`config.mk`:
```
export PLATFORM = sky130hd
export DESIGN_NAME = openram_scan_driver
export DESIGN_NICKNAME = d
export VERILOG_FILES = /design/src/rtl/openram_scan_driver.sv
export SDC_FILE = /design/constraint.sdc
export NUM_CORES = 1
export LEC_CHECK = 0
export CORE_MARGIN = 2
export CORE_UTILIZATION = 45
export DETAILED_ROUTE_END_ITERATION = 12
export GPL_TIMING_DRIVEN = 0
export PLACE_DENSITY = 0.8
export SETUP_SLACK_MARGIN = 0.05
export SLEW_MARGIN = 15
export SYNTH_ARGS = -nofsm -noshare
export SYNTH_HDL_FRONTEND = slang
export SYNTH_SLANG_ARGS = --single-unit
```
`constraint.sdc`:
```
create_clock -name clk -period 2.4 [get_ports clk]
set_input_delay 0.48 -clock clk [delete_from_list [all_inputs] [get_ports clk]]
set_output_delay 0.48 -clock clk [all_outputs]
set_load 0.1 [all_outputs]
```
`src/rtl/openram_scan_driver.sv`:
```
// Scan initiator for the OpenRAM test chip: serially loads a command word, opens a timed SRAM window,
// optionally captures and scans results back. Readback latency 2*TOTAL_SIZE+SRAM_WAIT+1; RESP holds until rsp_ready.
module openram_scan_driver #(
  parameter int TOTAL_SIZE = 112,
  parameter int SRAM_WAIT  = 2
) (
  input  logic                  clk,
  input  logic                  reset,
  input  logic                  cmd_valid,
  output logic                  cmd_ready,
  input  logic [TOTAL_SIZE-1:0] cmd_data,
  input  logic                  cmd_readback,
  output logic                  rsp_valid,
  input  logic                  rsp_ready,
  output logic [TOTAL_SIZE-1:0] rsp_data,
  output logic                  gpio_in,
  output logic                  gpio_scan,
  output logic                  gpio_sram_load,
  input  logic                  gpio_out,
  output logic                  global_csr,
  output logic                  busy
);

  localparam int CW = $clog2(TOTAL_SIZE + 1);
  localparam logic [CW-1:0] LAST_BIT  = CW'(TOTAL_SIZE - 1);
  localparam logic [7:0]    LAST_WAIT = 8'(SRAM_WAIT - 1);

  typedef enum logic [2:0] {
    S_IDLE,
    S_SHIFT_IN,
    S_WAIT,
    S_LOAD,
    S_SHIFT_OUT,
    S_RESP
  } state_t;

  state_t                state, state_nxt;
  logic [TOTAL_SIZE-1:0] sh;
  logic [CW-1:0]         bit_cnt;
  logic [7:0]            wait_cnt;
  logic                  readback_q;
  logic                  bit_last;
  logic                  wait_last;

  assign bit_last  = (bit_cnt == LAST_BIT);
  assign wait_last = (wait_cnt == LAST_WAIT);

  always_ff @(posedge clk) begin
    if (reset) state <= S_IDLE;
    else       state <= state_nxt;
  end

  // Every gpio_* strobe is a pure state decode so the chip sees clean levels.
  always_comb begin
    state_nxt      = state;
    cmd_ready      = 1'b0;
    busy           = 1'b1;
    gpio_scan      = 1'b0;
    gpio_in        = 1'b0;
    gpio_sram_load = 1'b0;
    global_csr     = 1'b1;
    rsp_valid      = 1'b0;
    case (state)
      S_IDLE: begin
        cmd_ready = 1'b1;
        busy      = 1'b0;
        if (cmd_valid) state_nxt = S_SHIFT_IN;
      end
      S_SHIFT_IN: begin
        gpio_scan = 1'b1;
        gpio_in   = sh[TOTAL_SIZE-1];
        if (bit_last) state_nxt = S_WAIT;
      end
      S_WAIT: begin
        // Only here may the chip's CSB field reach the SRAMs.
        global_csr = 1'b0;
        if (wait_last) state_nxt = readback_q ? S_LOAD : S_IDLE;
      end
      S_LOAD: begin
        gpio_sram_load = 1'b1;
        state_nxt      = S_SHIFT_OUT;
      end
      S_SHIFT_OUT: begin
        gpio_scan = 1'b1;
        if (bit_last) state_nxt = S_RESP;
      end
      S_RESP: begin
        rsp_valid = 1'b1;
        if (rsp_ready) state_nxt = S_IDLE;
      end
      default: state_nxt = S_IDLE;
    endcase
  end

  always_ff @(posedge clk) begin
    if (reset) begin
      sh         <= '0;
      bit_cnt    <= '0;
      wait_cnt   <= '0;
      readback_q <= 1'b0;
      rsp_data   <= '0;
    end else begin
      case (state)
        S_IDLE: begin
          if (cmd_valid) begin
            sh         <= cmd_data;
            readback_q <= cmd_readback;
            bit_cnt    <= '0;
          end
        end
        S_SHIFT_IN: begin
          sh       <= {sh[TOTAL_SIZE-2:0], 1'b0};
          bit_cnt  <= bit_last ? '0 : bit_cnt + CW'(1);
          wait_cnt <= '0;
        end
        S_WAIT: wait_cnt <= wait_cnt + 8'd1;
        S_SHIFT_OUT: begin
          // gpio_out is the chip MSB before this same edge shifts it.
          rsp_data <= {rsp_data[TOTAL_SIZE-2:0], gpio_out};
          bit_cnt  <= bit_last ? '0 : bit_cnt + CW'(1);
        end
        default: ;
      endcase
    end
  end

endmodule

```
# Word level (Yosys, flattened, before mapping)
# Index checks and enable logic that the tools add are counted.
# op_classes
addsub	2
n_eq_ne	12
mux	20
reduce_logical	9
# ops
operator	count
$pmux 112 s2	1
$mux 112	1
$pmux 3 s6	1
$pmux 8 s2	1
$mux 3	5
$mux 7	2
$pmux 7 s2	1
$ne 2x2->1 const B	5
$add 8x1->8 const B	1
$eq 8x1->1 const B	1
$add 7x1->7 const B	1
$eq 7x7->1 const B	1
$mux 1	7
$eq 3x2->1 const B	2
$eq 3x3->1 const B	2
$reduce_and 2->1	3
$reduce_bool 2->1	3
$reduce_and 5->1	1
$eq 3x1->1 const B	1
$logic_not 3->1	1
$mux 2	1
$reduce_or 2->1	1
# word_totals
register_bits	243
input_bits	118
out_inout_bits	119
word_cells	49

# Longest topological paths before layout
# depth
word_depth	4
mapped_depth	7
depth_no_buf	6

# Least setup slack after synthesis
# OpenSTA, ideal clock, no wires.
# synth_path
path_kind	reg-to-reg
from	register state[1]
to	register sh[111]
setup_ps	92
arrival_ps	2581
required_ps	2308
slack_ps	-273
stages_incl_launch_ff	7
n_path_buf	1
synth_period_minus_slack_ps	2673
cell_sequence	dfxtp_1 -> buf_2 -> or3_1 -> inv_1 -> nand2_1 -> nor2_1 -> nor4_1
# synth_between
elab_chain_cells	3
word_cells_on_any_way	6
cone_classes	2 x eq/ne; 1 x mux; 3 x reduce/logical
# synth_rtl
element	line	source
from (decl)	37	state_t state, state_nxt;
from (signal assigned)	50	else state <= state_nxt;
$eq 3x1->1 or $logic_not 3->1 (tied branches)	103	case (state)
$reduce_bool 2->1 (no line) or $ne 2x2->1 (tied branches)	-	
$reduce_and 2->1 (no line)	-	
to (signal assigned)	106	sh <= cmd_data;
to (signal assigned)	112	sh <= {sh[TOTAL_SIZE-2:0], 1'b0};
to (decl)	38	logic [TOTAL_SIZE-1:0] sh;
# Several ways; a longest one is shown, not always the timed one.
# A chain may end at the register's enable or synchronous reset.

# Worst setup path in the final report
# layout_path
from	register rsp_data[68]
to	output port rsp_data[68]
# layout_lines
element	line	source
from (decl)	15	output logic [TOTAL_SIZE-1:0] rsp_data,
from (signal assigned)	119	rsp_data <= {rsp_data[TOTAL_SIZE-2:0], gpio_out};
# No word-level cell between the ends.

==> metrics <==
status completed; Die Span X 148 µm; Syn Inst Count 1121; XOR/XNOR Fraction of Synth Area 0.0944%; FF+latch count, synth 243; largest family of logic cells by synthesized area compound AO/OA/AOI/OAI gates; Cell Rows 52; Post-Route Skew 6.87 ps; Critical Path Sink rsp_data[68]; Main synth FF type dfxtp_1; RSZ-0062 raised after global routing no; Crit path depth 1; DRT iter0 DRCs 441; Fillers 1784; worst r2r dst state[0]$_SDFFE_PP0P_; hold_buf cts 0; Synth Area per Inst 8.28 µm²; global-route wire length before repair 38.7 mm; number of global-route vias before repair 8044; required time of the critical path 1920 ps; post-synth cell types 46; Core Box Area 20200 µm²; Pwr Total 9380 µW; setup TNS 0 ps; Starting Density 45.9%; worst reg2reg setup slack 430 ps; worst slack at placement -790 ps; grt total ovfl 0; EDFF count, synth 0; Leak 0.00499 µW; clk slew on worst S/H paths 60 ps; Rel. slew slack 32.5%; routed vias/inst 5.23; CP bufs+invs 1; clock root cell clkbuf_16; CTS H-tree depth 1; Post-DP HPWL 16.8 mm; Clk Latency, worst-skew pair 500 ps; Top Ports 237; worst setup path start rsp_data[68]$_SDFFE_PP0P_; DRC 0; Tmin final 2240 ps; R2R cell count 5; Synth Area in Simple Gates 18.5%; mux cell area share after synthesis 0.593%; vias after detailed routing 8741; layout cells sized above 1 7.50%; Total GRT Usage 21.0%; setup ws final 162 ps; Max Clk Rate 447 MHz; First-pass DRT Iterations 6; complex-gate fraction of the synthesized area 22.8%; VDD IR max 493 µV; die boundary height 148 µm; final core occ 62.6%; CTS tree built; full die area 21800 µm²; Max-Cap Viols 0; peak per-stage delay on the critical path 900 ps; RePlAce Congestion 0.816; CTS Buf Count 25; worst-case clock buffer depth 3; wire length per cell 14.3 µm; Area growth syn-to-layout 36.5%; RR Startpoint wait_cnt[0]$_SDFFE_PP0P_; crit path DAT 1760 ps; top fanout value on the critical path 3; Post-Syn Area 9280 µm²; nets@finish 1508; final worst-path cycle share 93.2%; Worst path top cell family by delay buffers and inverters; syn_nets 1242; initial antenna violation count 0; WL final 23.9 mm; pin count of the biggest net entering global routing 14; number of diodes 0; final setup violation count 0; Final ANT Viol Nets 0; Critical Setup Path Class register to primary output; CP Capture Type primary output; sequential fraction of the synthesis area 52.4%; Slowest-stage cell, CP dlygate4sd2_1; Yosys Warn Count 0; commonest non-fill, non-tap cell in the layout nand2_1; PwrDens 741 nW/µm²; FFs w/ async S/R, synth 0%; final max-slew violation count 0; crit path cell chain dlygate4sd2_1; commonest non-fill, non-tap cells in the layout nand2_1 (350), dfxtp_1 (241), a21oi_1 (235); Num Clock Sinks 243; PortBufs 236; Worst Hold Class register to register; Tightest Pin Transition 1020 ps; Hold Violations, Final 0; crit path launch type register; Post-Synth Adder-Cell Area 0.404%
==> worst register-to-register path, cell delays in order, from the launching register on <==
cell and delay, ps:
dfxtp_1 450, ha_1 190, or4b_1 440, o41ai_1 400
nor4b_2 280, mux2_1 160
==> worst min-delay path by stage <==
stage,cells after the start,slack [ps],from,to
after detailed placement,2,450,sh[26]$_SDFFE_PP0P_,sh[26]$_SDFFE_PP0P_
after global routing,2,470,sh[26]$_SDFFE_PP0P_,sh[26]$_SDFFE_PP0P_
after CTS,2,460,sh[52]$_SDFFE_PP0P_,sh[52]$_SDFFE_PP0P_
final,2,450,sh[52]$_SDFFE_PP0P_,sh[52]$_SDFFE_PP0P_
after floorplan,2,440,sh[110]$_SDFFE_PP0P_,sh[110]$_SDFFE_PP0P_
after global placement,2,440,sh[97]$_SDFFE_PP0P_,sh[97]$_SDFFE_PP0P_
==> repair_timing <==
item                                    in CTS  in global routing
buffers inserted                             3                  1
gates resized for setup                    165                  3
endpoints found under the setup margin     119                  2
cloned                                       0                  0
pin swaps                                    2                  1
==> cell families (layout without fill, tap and decap cells) <==
kind of cell / count (synthesis) / count (layout)
simple gates: 411 / 411
compound gates: 361 / 361
flops: 243 / 243
mux: 5 / 5
buf+inv: 97 / 376
fa+ha+maj: 3 / 3
xor+xnor: 1 / 1
==> routing by layer <==
| layer | wire [µm] | track usage, % | part of all wire (%) |
|---|---|---|---|
| met5 | 0 | 0 | 0 |
| met4 | 465 | 4.42 | 1.9 |
| met3 | 1980 | 6.05 | 8.3 |
| met2 | 11400 | 36.0 | 48 |
| met1 | 10100 | 26.5 | 42 |
==> power by group <==
| group | switching, µW | internal (µW) |
|---|---|---|
| registers | 118 | 4250 |
| logic | 811 | 583 |
| clock network | 1510 | 2110 |
| total | 2440 | 6950 |
==> sequential cells by signal, indices dropped and copies added (netlist names) <==
signal      count
rsp_data      112
sh            112
bit_cnt         7
readback_q      1
state           3
wait_cnt        8
==> synth_stat cells, types with 5 or more instances <==
cell type / number / share of area [%]
nand2_1: 350 / 14
nor2b_1: 5 / 0.34
buf_4: 19 / 1.5
inv_1: 5 / 0.20
a22oi_1: 111 / 9.0
nor2_1: 18 / 0.73
a21oi_1: 235 / 13
clkbuf_1: 46 / 1.9
dfxtp_1: 243 / 52
buf_2: 24 / 1.3
==> per-stage QoR <==
stage / hold WS, ps / cells / area (µm²)
final: 454 / 1670 / 12700
after global routing: 472 / 1670 / 12700
after CTS: 455 / 1670 / 12700
after detailed placement: 447 / 1627 / 12000
after global placement: 442 / 1627 / 12000
after floorplan: 437 / 1121 / 9290
==> final cells by class <==
| cell class | count | area, µm² | share of cell area (%) |
|---|---|---|---|
| Buffer | 91 | 469 | 3.70 |
| Timing Repair Buffer | 240 | 2260 | 17.8 |
| Tap cell | 270 | 338 | 2.67 |
| Clock buffer | 37 | 741 | 5.85 |
| Inverter | 5 | 22.5 | 0.178 |
| Multi-Input combinational cell | 781 | 3950 | 31.2 |
| Sequential cell | 243 | 4870 | 38.4 |
| Clock inverter | 3 | 20.0 | 0.158 |
(Power assumes the default switching activity.)
